<file path="config.mk">
export PLATFORM = sky130hd
export DESIGN_NAME = fnd_scan_decoder
export DESIGN_NICKNAME = d
export VERILOG_FILES = /design/src/rtl/fnd_scan_decoder_pkg.sv /design/src/rtl/fnd_pattern_decode.sv /design/src/rtl/fnd_scan_decoder.sv
export SDC_FILE = /design/constraint.sdc
export NUM_CORES = 1
export LEC_CHECK = 0
export CAP_MARGIN = 20
export CORE_MARGIN = 5
export CORE_UTILIZATION = 55
export CTS_CLUSTER_DIAMETER = 100
export DETAILED_ROUTE_END_ITERATION = 7
export PLACE_DENSITY = 0.77
export SLEW_MARGIN = 30
export SYNTH_ARGS = -nofsm -noshare
export SYNTH_HDL_FRONTEND = slang
export SYNTH_SLANG_ARGS = --single-unit
</file>
<file path="constraint.sdc">
create_clock -name clk -period 6.6 [get_ports clk]
set_clock_uncertainty 0.15 [all_clocks]
set_input_delay 1.98 -clock clk [delete_from_list [all_inputs] [get_ports clk]]
set_output_delay 1.98 -clock clk [all_outputs]
set_load 0.05 [all_outputs]
</file>
<file path="src/rtl/fnd_scan_decoder_pkg.sv">
// ============================================================================
// Module  : fnd_scan_decoder_pkg
// Brief   : Shared 7-segment constants, FSM encodings and BCD helper.
// Revision: 1.0 - initial release
// ============================================================================
`default_nettype none

package fnd_scan_decoder_pkg;

  localparam int         NUM_DIGITS = 4;
  localparam logic [3:0] AN_ALL_OFF = 4'hF;

  // Active-low patterns, bit order {g,f,e,d,c,b,a}
  localparam logic [6:0] SEG_0     = 7'h40;
  localparam logic [6:0] SEG_1     = 7'h79;
  localparam logic [6:0] SEG_2     = 7'h24;
  localparam logic [6:0] SEG_3     = 7'h30;
  localparam logic [6:0] SEG_4     = 7'h19;
  localparam logic [6:0] SEG_5     = 7'h12;
  localparam logic [6:0] SEG_6     = 7'h02;
  localparam logic [6:0] SEG_7     = 7'h78;
  localparam logic [6:0] SEG_8     = 7'h00;
  localparam logic [6:0] SEG_9     = 7'h10;
  localparam logic [6:0] SEG_BLANK = 7'h7F;

  localparam logic [1:0] ST_WAIT   = 2'd0;
  localparam logic [1:0] ST_SETTLE = 2'd1;
  localparam logic [1:0] ST_DONE   = 2'd2;

  typedef struct packed {
    logic [15:0] bcd;
    logic [3:0]  blank;
    logic [3:0]  nonnum;
  } frame_t;

  function automatic logic [13:0] bcd_to_bin(input logic [15:0] bcd);
    logic [13:0] d3, d2, d1, d0;
    d3 = {10'd0, bcd[15:12]};
    d2 = {10'd0, bcd[11:8]};
    d1 = {10'd0, bcd[7:4]};
    d0 = {10'd0, bcd[3:0]};
    // 1000 = 512+256+128+64+32+8, 100 = 64+32+4, 10 = 8+2
    return (d3 << 9) + (d3 << 8) + (d3 << 7) + (d3 << 6) + (d3 << 5) + (d3 << 3)
         + (d2 << 6) + (d2 << 5) + (d2 << 2)
         + (d1 << 3) + (d1 << 1)
         + d0;
  endfunction

endpackage

`default_nettype wire

</file>
<file path="src/rtl/fnd_pattern_decode.sv">
// ============================================================================
// Module  : fnd_pattern_decode
// Brief   : Combinational 7-segment pattern to {bcd, blank, non-numeric}.
// Revision: 1.0 - initial release
// ============================================================================
`default_nettype none

module fnd_pattern_decode
  import fnd_scan_decoder_pkg::*;
(
  input  logic [6:0] i_pat,
  output logic [3:0] o_bcd,
  output logic       o_blank,
  output logic       o_nonnum
);

  always_comb begin
    o_bcd    = 4'd0;
    o_blank  = 1'b0;
    o_nonnum = 1'b0;
    case (i_pat)
      SEG_0:     o_bcd = 4'd0;
      SEG_1:     o_bcd = 4'd1;
      SEG_2:     o_bcd = 4'd2;
      SEG_3:     o_bcd = 4'd3;
      SEG_4:     o_bcd = 4'd4;
      SEG_5:     o_bcd = 4'd5;
      SEG_6:     o_bcd = 4'd6;
      SEG_7:     o_bcd = 4'd7;
      SEG_8:     o_bcd = 4'd8;
      SEG_9:     o_bcd = 4'd9;
      SEG_BLANK: o_blank = 1'b1;
      default:   o_nonnum = 1'b1;
    endcase
  end

endmodule

`default_nettype wire

</file>
<file path="src/rtl/fnd_scan_decoder.sv">
// ============================================================================
// Module  : fnd_scan_decoder
// Brief   : Rebuilds the 4 displayed digits and binary value from a scanned FND bus.
// Revision: 1.0 - initial release
// ============================================================================
`default_nettype none

module fnd_scan_decoder
  import fnd_scan_decoder_pkg::*;
#(
  parameter int SETTLE_CYCLES  = 4,
  parameter int MATCH_FRAMES   = 2,
  parameter int TIMEOUT_CYCLES = 2000000
) (
  input  logic        clk,
  input  logic        reset,
  input  logic [7:0]  i_seg,
  input  logic [3:0]  i_an,
  output logic [15:0] o_bcd,
  output logic [13:0] o_value,
  output logic        o_valid,
  output logic [3:0]  o_blank,
  output logic        o_anim,
  output logic        o_frame_err,
  output logic        o_stall
);

  localparam int c_SW = $clog2(SETTLE_CYCLES + 1);
  localparam int c_MW = $clog2(MATCH_FRAMES + 1);
  localparam int c_TW = $clog2(TIMEOUT_CYCLES + 1);

  logic [7:0]      r_seg_s1, r_seg_s2, r_seg_q;
  logic [3:0]      r_an_s1, r_an_s2, r_an_q;
  logic [1:0]      r_state, w_state_nxt;
  logic [c_SW-1:0] r_settle;
  logic            w_gap, w_sel, w_illegal, w_changed, w_an_changed, w_capture;
  logic [1:0]      w_k;
  logic [3:0]      w_pd_bcd, w_bit, w_mask_nxt, r_mask;
  logic            w_pd_blank, w_pd_nn, w_close, w_same, w_numeric, w_pub;
  frame_t          r_dig, w_frame, r_last;
  logic            r_last_vld, r_pub_seen, r_ill_d, r_p_go;
  logic [c_MW-1:0] r_match, w_match_nxt;
  logic [15:0]     r_p_bcd;
  logic [3:0]      r_p_blk;
  logic [c_TW-1:0] r_to;

  // Two-flop synchronizer plus one extra stage used for change detection
  always_ff @(posedge clk or posedge reset) begin
    if (reset) begin
      r_seg_s1 <= 8'hFF; r_seg_s2 <= 8'hFF; r_seg_q <= 8'hFF;
      r_an_s1  <= AN_ALL_OFF; r_an_s2 <= AN_ALL_OFF; r_an_q <= AN_ALL_OFF;
    end else begin
      r_seg_s1 <= i_seg; r_seg_s2 <= r_seg_s1; r_seg_q <= r_seg_s2;
      r_an_s1  <= i_an;  r_an_s2  <= r_an_s1;  r_an_q  <= r_an_s2;
    end
  end

  always_comb begin
    w_gap = (r_an_s2 == AN_ALL_OFF);
    w_sel = 1'b1;
    w_k   = 2'd0;
    case (r_an_s2)
      4'b1110: w_k = 2'd0;
      4'b1101: w_k = 2'd1;
      4'b1011: w_k = 2'd2;
      4'b0111: w_k = 2'd3;
      default: w_sel = 1'b0;
    endcase
    w_illegal    = !w_gap && !w_sel;
    w_changed    = {r_an_s2, r_seg_s2} != {r_an_q, r_seg_q};
    w_an_changed = (r_an_s2 != r_an_q);
  end

  always_ff @(posedge clk or posedge reset) begin
    if (reset) begin
      r_state  <= ST_WAIT;
      r_settle <= '0;
    end else begin
      r_state  <= w_state_nxt;
      r_settle <= (r_state == ST_SETTLE && w_state_nxt == ST_SETTLE && !w_changed)
                  ? r_settle + c_SW'(1) : '0;
    end
  end

  always_comb begin
    w_state_nxt = r_state;
    if (w_illegal) begin
      w_state_nxt = ST_WAIT;
    end else begin
      case (r_state)
        ST_WAIT:   if (w_sel) w_state_nxt = ST_SETTLE;
        ST_SETTLE: if (w_gap) w_state_nxt = ST_WAIT;
                   else if (w_capture) w_state_nxt = ST_DONE;
        ST_DONE:   if (w_an_changed) w_state_nxt = w_sel ? ST_SETTLE : ST_WAIT;
        default:   w_state_nxt = ST_WAIT;
      endcase
    end
  end

  always_comb begin
    w_capture = (r_state == ST_SETTLE) && w_sel && !w_changed
                && (r_settle == c_SW'(SETTLE_CYCLES - 1));
  end

  fnd_pattern_decode u_decode (
    .i_pat    (r_seg_s2[6:0]),
    .o_bcd    (w_pd_bcd),
    .o_blank  (w_pd_blank),
    .o_nonnum (w_pd_nn)
  );

  // Frame content as it would look including the digit captured this clk
  always_comb begin
    w_frame    = r_dig;
    w_mask_nxt = r_mask;
    w_bit      = 4'b0001 << w_k;
    if (w_capture) begin
      w_frame.bcd[{w_k, 2'b00} +: 4] = w_pd_bcd;
      w_frame.blank[w_k]             = w_pd_blank;
      w_frame.nonnum[w_k]            = w_pd_nn;
      w_mask_nxt = r_mask[w_k] ? w_bit : (r_mask | w_bit);
    end
    w_close   = w_capture && (w_mask_nxt == 4'hF);
    w_same    = r_last_vld && (w_frame == r_last);
    w_numeric = ~|w_frame.nonnum;
    if (!w_numeric)
      w_match_nxt = '0;
    else if (w_same)
      w_match_nxt = (r_match == c_MW'(MATCH_FRAMES)) ? r_match : r_match + c_MW'(1);
    else
      w_match_nxt = c_MW'(1);
    w_pub = w_close && w_numeric && (w_match_nxt == c_MW'(MATCH_FRAMES))
            && !(w_same && r_match == c_MW'(MATCH_FRAMES))
            && (!r_pub_seen || {w_frame.bcd, w_frame.blank} != {o_bcd, o_blank});
  end

  always_ff @(posedge clk or posedge reset) begin
    if (reset) begin
      r_mask      <= '0;
      r_dig       <= '0;
      r_last      <= '0;
      r_last_vld  <= 1'b0;
      r_match     <= '0;
      r_pub_seen  <= 1'b0;
      r_ill_d     <= 1'b0;
      o_frame_err <= 1'b0;
      o_anim      <= 1'b0;
    end else begin
      r_ill_d     <= w_illegal;
      o_frame_err <= w_illegal && !r_ill_d;
      if (w_capture) r_dig <= w_frame;
      if (w_illegal) begin
        r_mask  <= '0;
        r_match <= '0;
      end else if (w_close) begin
        r_mask     <= '0;
        r_match    <= w_match_nxt;
        r_last     <= w_frame;
        r_last_vld <= 1'b1;
        o_anim     <= !w_numeric;
      end else begin
        r_mask <= w_mask_nxt;
      end
      if (w_pub) r_pub_seen <= 1'b1;
    end
  end

  // Publish pipeline: latch frame, then convert and drive outputs
  always_ff @(posedge clk or posedge reset) begin
    if (reset) begin
      r_p_go  <= 1'b0;
      r_p_bcd <= '0;
      r_p_blk <= '0;
      o_valid <= 1'b0;
      o_bcd   <= '0;
      o_value <= '0;
      o_blank <= 4'b1111;
    end else begin
      r_p_go  <= w_pub;
      if (w_pub) begin
        r_p_bcd <= w_frame.bcd;
        r_p_blk <= w_frame.blank;
      end
      o_valid <= r_p_go;
      if (r_p_go) begin
        o_bcd   <= r_p_bcd;
        o_value <= bcd_to_bin(r_p_bcd);
        o_blank <= r_p_blk;
      end
    end
  end

  always_ff @(posedge clk or posedge reset) begin
    if (reset)
      r_to <= '0;
    else if (w_capture)
      r_to <= '0;
    else if (r_to != c_TW'(TIMEOUT_CYCLES))
      r_to <= r_to + c_TW'(1);
  end

  assign o_stall = (r_to == c_TW'(TIMEOUT_CYCLES));

endmodule

`default_nettype wire

</file>
==> impl_metrics.toml, run 1 <==
[place]
place_area_um2 = 10100
gp_congestion = 1.00
port_buffers = 51
dp_hpwl_um = 14400
dp.cells = 1103

[synth]
syn_inst = 856
synth-edff-count = 0
async_flop_share_pct = 100
ys_types = 69
avgSynthCellArea_um2 = 11.0
synth_area_um2 = 9410
synth_nets = 928
synth_flop_cell = "dfrtp_1"
ys_seq_area_share_pct = 47.3
yosys_warnings = 0
synth_seq_cells = 176

[clock_network]
cts_root_buf = "clkbuf_16"
cts_setup_buffers = 0
clock-sinks = 176
numCtsBuffers = 17
clock_latency_ps = 440
cts_tree = "built"
clock_path_buffers = 2
path_clk_slew_ps = 70
cts_resized = 0
holdBufCountCts = 0
ctsHtreeMaxLevel = 4

[die]
fp.dieH_um = 141
initial_core_util_pct = 56.4
pin_count = 52
core-area_um2 = 16700
rows = 47
die-area_um2 = 19800
die_w_um = 141

[routing]
vias = 6692
wl_um = 20800
avgRoutedWirePerCell_um = 18.3
drtIter0Drc = 496
drc = 0
drt-vias-per-instance = 5.89
ant_nets = 0
dr.pass1.iters = 7

[timing]
fin_tns_setup_ps = 0
finalSetupViolations = 0
rsz0062_at_grt = "no"
fmax_mhz = 191
max_slew_margin_pct = 33.7
worst_pin_slew_ps = 992
period_needed_ps = 5240
slew_violations = 0
hold_viol = 0
final.period_utilization_pct = 79.4

[global_route]
grt_pass1_wl_um = 34800
grt_max_degree = 177
grt_pass1_vias = 6711
grt-ovfl-total = 0
antenna_found_initial = 0
track_usage_pct = 22.1

[worst_setup_path]
critPathArrivalTime_ps = 5410
critPathKind = "reg -> reg"
critPathRequiredTime_ps = 6770
worst_r2r_path_depth = 12
r2r-start = "r_an_s2[1]"
cp_max_fo = 20
critPathLaunch = "r_an_s2[1]"
crit_path_end_kind = "flip-flop"
r2r_slack_ps = 1360
start_kind = "flip-flop"

[cells_and_area]
final_cell_mix = "136 x dfrtp_1, 63 x inv_1, 54 x nand2_1, 51 x clkdlybuf4s50_1, 49 x nor2_1"
design_area_um2 = 10700
num-fill-cells = 1298
final_nets = 976
antenna_cells = 0
final_cells = 1137
drive_above_1_share_pct = 16.2
final_common_cell = "dfrtp_1"
area_growth_pct = 13.5

[power]
p_leak_nw = 5.06
vdd_drop_max_v = 0.000179
power_density_nw_per_um2 = 200

[worst_hold_path]
hold_class = "reg -> reg"
hp-start = "r_seg_s1[6]"
min_path_cells = 0

[status]
status = "complete, no violations"

[run]
drv_cap = 0
[synth_stat cells (all sizes together), types with 8 or more instances]
library cell / instances / area share (%)
nand4: 20 / 1.4
a21o: 8 / 0.64
dfstp: 40 / 11
o21ai: 48 / 2.6
mux2: 55 / 7.3
xnor2: 34 / 3.2
nand3: 32 / 1.8
nand2: 54 / 2.2
or4: 10 / 0.88
nor3: 10 / 0.53
buf: 16 / 1.2
a21oi: 47 / 2.5
nand4b: 8 / 0.74
and2: 10 / 0.66
and3: 13 / 0.86
dfrtp: 136 / 36
ha: 33 / 4.4
xor2: 27 / 2.5
nor2: 49 / 2.0
nor4: 19 / 1.6
clkbuf: 13 / 0.52
fa: 25 / 5.3
inv: 64 / 2.6
[kinds of logic (layout without fill, tap and decap cells)]
kind of cell               Yosys count  after routing  share of synthesized area, %
DFF                                176            176                          47.3
AOI/OAI and AO/OA                  147            147                          9.44
buffers and inverters               93            154                          4.23
muxes                               60             60                          8.00
adders and majority gates           59             59                          9.81
xor gates and xnor gates            61             61                          5.68
and+or+nand+nor                    260            260                          15.5
[metrics by stage]
step	hold slack [ps]	worst slack [ps]	power [mW]	utilization [%]
6_report	205	1360	2.14	64.0
4_1_cts	207	1320	2.16	63.7
3_5_place_dp	197	1250	1.21	60.5
3_3_place_gp	196	1430	1.21	60.5
5_1_grt	209	1090	2.22	64.0
2_1_floorplan	195	1900	1.18	-
[metal layers]
| layer | routed length [um] | track usage, % | vias up |
|---|---|---|---|
| met1 | 9130 | 30.0 | 3292 |
| met2 | 9750 | 34.7 | 236 |
| met3 | 1330 | 5.62 | 51 |
| met4 | 569 | 8.06 | 0 |
| li1 | - | - | 3113 |
| met5 | 0 | 0 | - |
[worst paths after layout]
path / endpoint
max: r_p_blk[2]
min: r_seg_s2[6]
max reg2reg: r_p_blk[2]
min reg2reg: r_seg_s2[6]
max in group asynchronous: o_bcd[11]
min in group asynchronous: r_settle[1]
[state kept, by name (all words and copies together), names as in the netlist, 2 cells and up]
signal	flops
r_seg_s1	8
r_last	24
r_an_q	4
r_mask	4
o_bcd	16
r_p_blk	4
o_blank	4
r_an_s2	4
r_seg_s2	8
r_match	2
r_settle	3
r_p_bcd	16
r_state	2
r_an_s1	4
o_value	13
r_dig	24
r_seg_q	8
r_to	21
[layout make-up]
| class | instances | area [um2] | share of cell area [%] |
|---|---|---|---|
| multi-input combinational | 587 | 4580 | 42.8 |
| sequential | 176 | 4450 | 41.7 |
| timing repair buffer | 58 | 599 | 5.61 |
| clock buffer | 22 | 465 | 4.35 |
| tap | 220 | 275 | 2.58 |
| inverter | 64 | 244 | 2.28 |
| clock inverter | 10 | 72.6 | 0.679 |
[worst max-delay path: stages (launching register included)]
cell,delay [ps]
dfstp_2,630
xor2_1,370
nand2_1,180
inv_1,170
ha_1,320
o211ai_1,330
or4_1,600
nand3_1,170
nand4b_1,150
nor4_2,360
and4_4,310
nand4_2,760
mux2_4,590
[power breakdown]
| part | internal, mW | total, mW | switching [mW] | leakage (nW) |
|---|---|---|---|---|
| logic | 0.0257 | 0.0740 | 0.0483 | 2.49 |
| registers | 1.10 | 1.12 | 0.0149 | 2.30 |
| clock network | 0.509 | 0.947 | 0.437 | 0.267 |
Power figures use the tool's default switching activity.
==> run 2: changes to the inputs <==
--- a/config.mk
+++ b/config.mk
@@ -7,10 +7,10 @@
 export LEC_CHECK = 0
 export CAP_MARGIN = 20
 export CORE_MARGIN = 5
-export CORE_UTILIZATION = 55
+export CORE_UTILIZATION = 60
 export CTS_CLUSTER_DIAMETER = 100
 export DETAILED_ROUTE_END_ITERATION = 7
-export PLACE_DENSITY = 0.77
+export PLACE_DENSITY = 0.8
 export SLEW_MARGIN = 30
 export SYNTH_ARGS = -nofsm -noshare
 export SYNTH_HDL_FRONTEND = slang
==> constraint.sdc (replaced) <==
create_clock -name clk -period 5.3 [get_ports clk]
set_clock_uncertainty 0.15 [all_clocks]
set_input_delay 1.59 -clock clk [delete_from_list [all_inputs] [get_ports clk]]
set_output_delay 1.59 -clock clk [all_outputs]
set_load 0.05 [all_outputs]
==> impl_metrics.toml, run 2 (same netlist as run 1, synthesis figures left out) <==
[status]
status = "complete, no violations"

[cells_and_area]
drive_above_1_share_pct = 16.8
final_nets = 981
antenna_cells = 0
reg_top3 = "r_dig: 24 flops, r_last: 24 flops, r_to: 21 flops"
final_cell_mix = "136 x dfrtp_1, 63 x inv_1, 54 x nand2_1, 51 x clkdlybuf4s50_1, 49 x nor2_1"
design_area_um2 = 10800
num-fill-cells = 1135
final_common_cell = "dfrtp_1"
final_cells = 1133
area_growth_pct = 14.2

[routing]
drc = 0
avgRoutedWirePerCell_um = 18.3
drtIter0Drc = 575
dr.pass1.iters = 5
ant_nets = 0
vias = 6681
wl_um = 20700
drt-vias-per-instance = 5.90

[timing]
max_slew_margin_pct = 48.3
worst_slack_ps = 429
hold_viol = 0
period_needed_ps = 4870
finalSetupViolations = 0
fin_tns_setup_ps = 0
slew_violations = 0
final.period_utilization_pct = 91.9
fmax_mhz = 205
worst_pin_slew_ps = 769
rsz0062_at_grt = "no"

[clock_network]
cts_tree = "built"
numCtsBuffers = 17
clock_latency_ps = 430
clock_path_buffers = 2
holdBufCountCts = 0
path_clk_slew_ps = 70
ctsHtreeMaxLevel = 4
clock-sinks = 176
cts_setup_buffers = 0
cts_resized = 0
cts_root_buf = "clkbuf_16"

[worst_setup_path]
critPathArrivalTime_ps = 5040
cp_cell_sequence = "xor2_1 -> nand2_1 -> inv_1 -> ha_1 -> o211ai_1 -> o21ai_1 -> a21oi_1 -> or4_1 -> nor4b_4 -> and4_4 -> nand4_2 -> buf_12 -> mux2_4"
crit_slowest_cell = "dfstp_2"
cp_max_fo = 16
critPathKind = "reg -> reg"
path_delay_family = "simple AND/OR/NAND/NOR gates"
critPathRequiredTime_ps = 5470
start_kind = "flip-flop"
crit_path_end_kind = "flip-flop"
crit_buf_inv = 2
critPathMaxStageDelay_ps = 630

[place]
dp_hpwl_um = 14700
dp.cells = 1100
gp_congestion = 0.971
port_buffers = 51
place_ws_ps = 576
place_area_um2 = 10100

[worst_hold_path]
hold_class = "reg -> reg"

[power]
p_clk_share_pct = 45.2
finalPower_mw = 2.70
power_density_nw_per_um2 = 252
vdd_drop_max_v = 0.000220
p_leak_nw = 5.10
sw_frac_of_total_pct = 22.7
seq_power_share_pct = 51.4
intPower_mw = 2.09
combPwrFrac_pct = 3.5
switching_power_mw = 0.613

[die]
die_w_um = 135
core-area_um2 = 15300
fp.dieH_um = 135
pin_count = 52
initial_core_util_pct = 61.5
rows = 45
die-area_um2 = 18300

[global_route]
grt_pass1_vias = 6783
track_usage_pct = 24.4
grt-ovfl-total = 0
antenna_found_initial = 0
grt_max_degree = 177
grt_pass1_wl_um = 34900

[run]
drv_cap = 0
==> run 2: power groups by stage <==
stage / registers [mW] / clock network (mW) / logic, mW
after detailed placement: 1.41 / 0 / 0.0915
after floorplan: 1.40 / 0 / 0.0680
after CTS: 1.39 / 1.24 / 0.0924
final: 1.39 / 1.22 / 0.0934
after global placement: 1.41 / 0 / 0.0894
after global routing: 1.39 / 1.31 / 0.105
==> run 2: stage by stage <==
stage | utilization, % | hold slack [ps]
floorplan | - | 195
global placement | 66.3 | 196
detailed placement | 66.3 | 197
CTS | 70.0 | 207
global route | 70.2 | 211
finish | 70.2 | 204
==> run 2: worst register-to-register path, stage by stage, from the launching register on <==
cell	delay, ps
dfstp_2	630
xor2_1	420
nand2_1	210
inv_1	180
ha_1	320
o211ai_1	310
o21ai_1	370
a21oi_1	100
or4_1	530
nor4b_4	330
and4_4	290
nand4_2	320
buf_12	300
mux2_4	310
==> run 2: final cells by class <==
type	count	area [um2]	share of cell area, %
Tap cell	211	264	2.46
Clock inverter	9	65.1	0.605
Clock buffer	23	510	4.75
Sequential cell	176	4450	41.4
Inverter	64	244	2.27
Multi-Input combinational cell	587	4570	42.5
Timing Repair Buffer	63	646	6.01
==> run 2: metal layers <==
layer  up-vias  global-route usage [%]  wire length [um]
met3        51                    5.76              1210
met5         -                       0                 0
li1       3119                       -                 -
met2       231                    37.4              9640
met1      3280                    33.9              9230
met4         0                    9.57               640
==> run 2: path summary, 6_finish.rpt <==
check	start	to	slack (ps)	cells past startpoint
worst max-delay path	r_an_s2[1]	r_p_bcd[0]	430	13
worst min-delay path	r_an_s1[0]	r_an_s2[0]	200	0
worst max register to register	r_an_s2[1]	r_p_bcd[0]	430	13
worst min register to register	r_an_s1[0]	r_an_s2[0]	200	0
max in group asynchronous	reset	o_blank[0]	2740	4
min in group asynchronous	reset	r_state[1]	1450	3
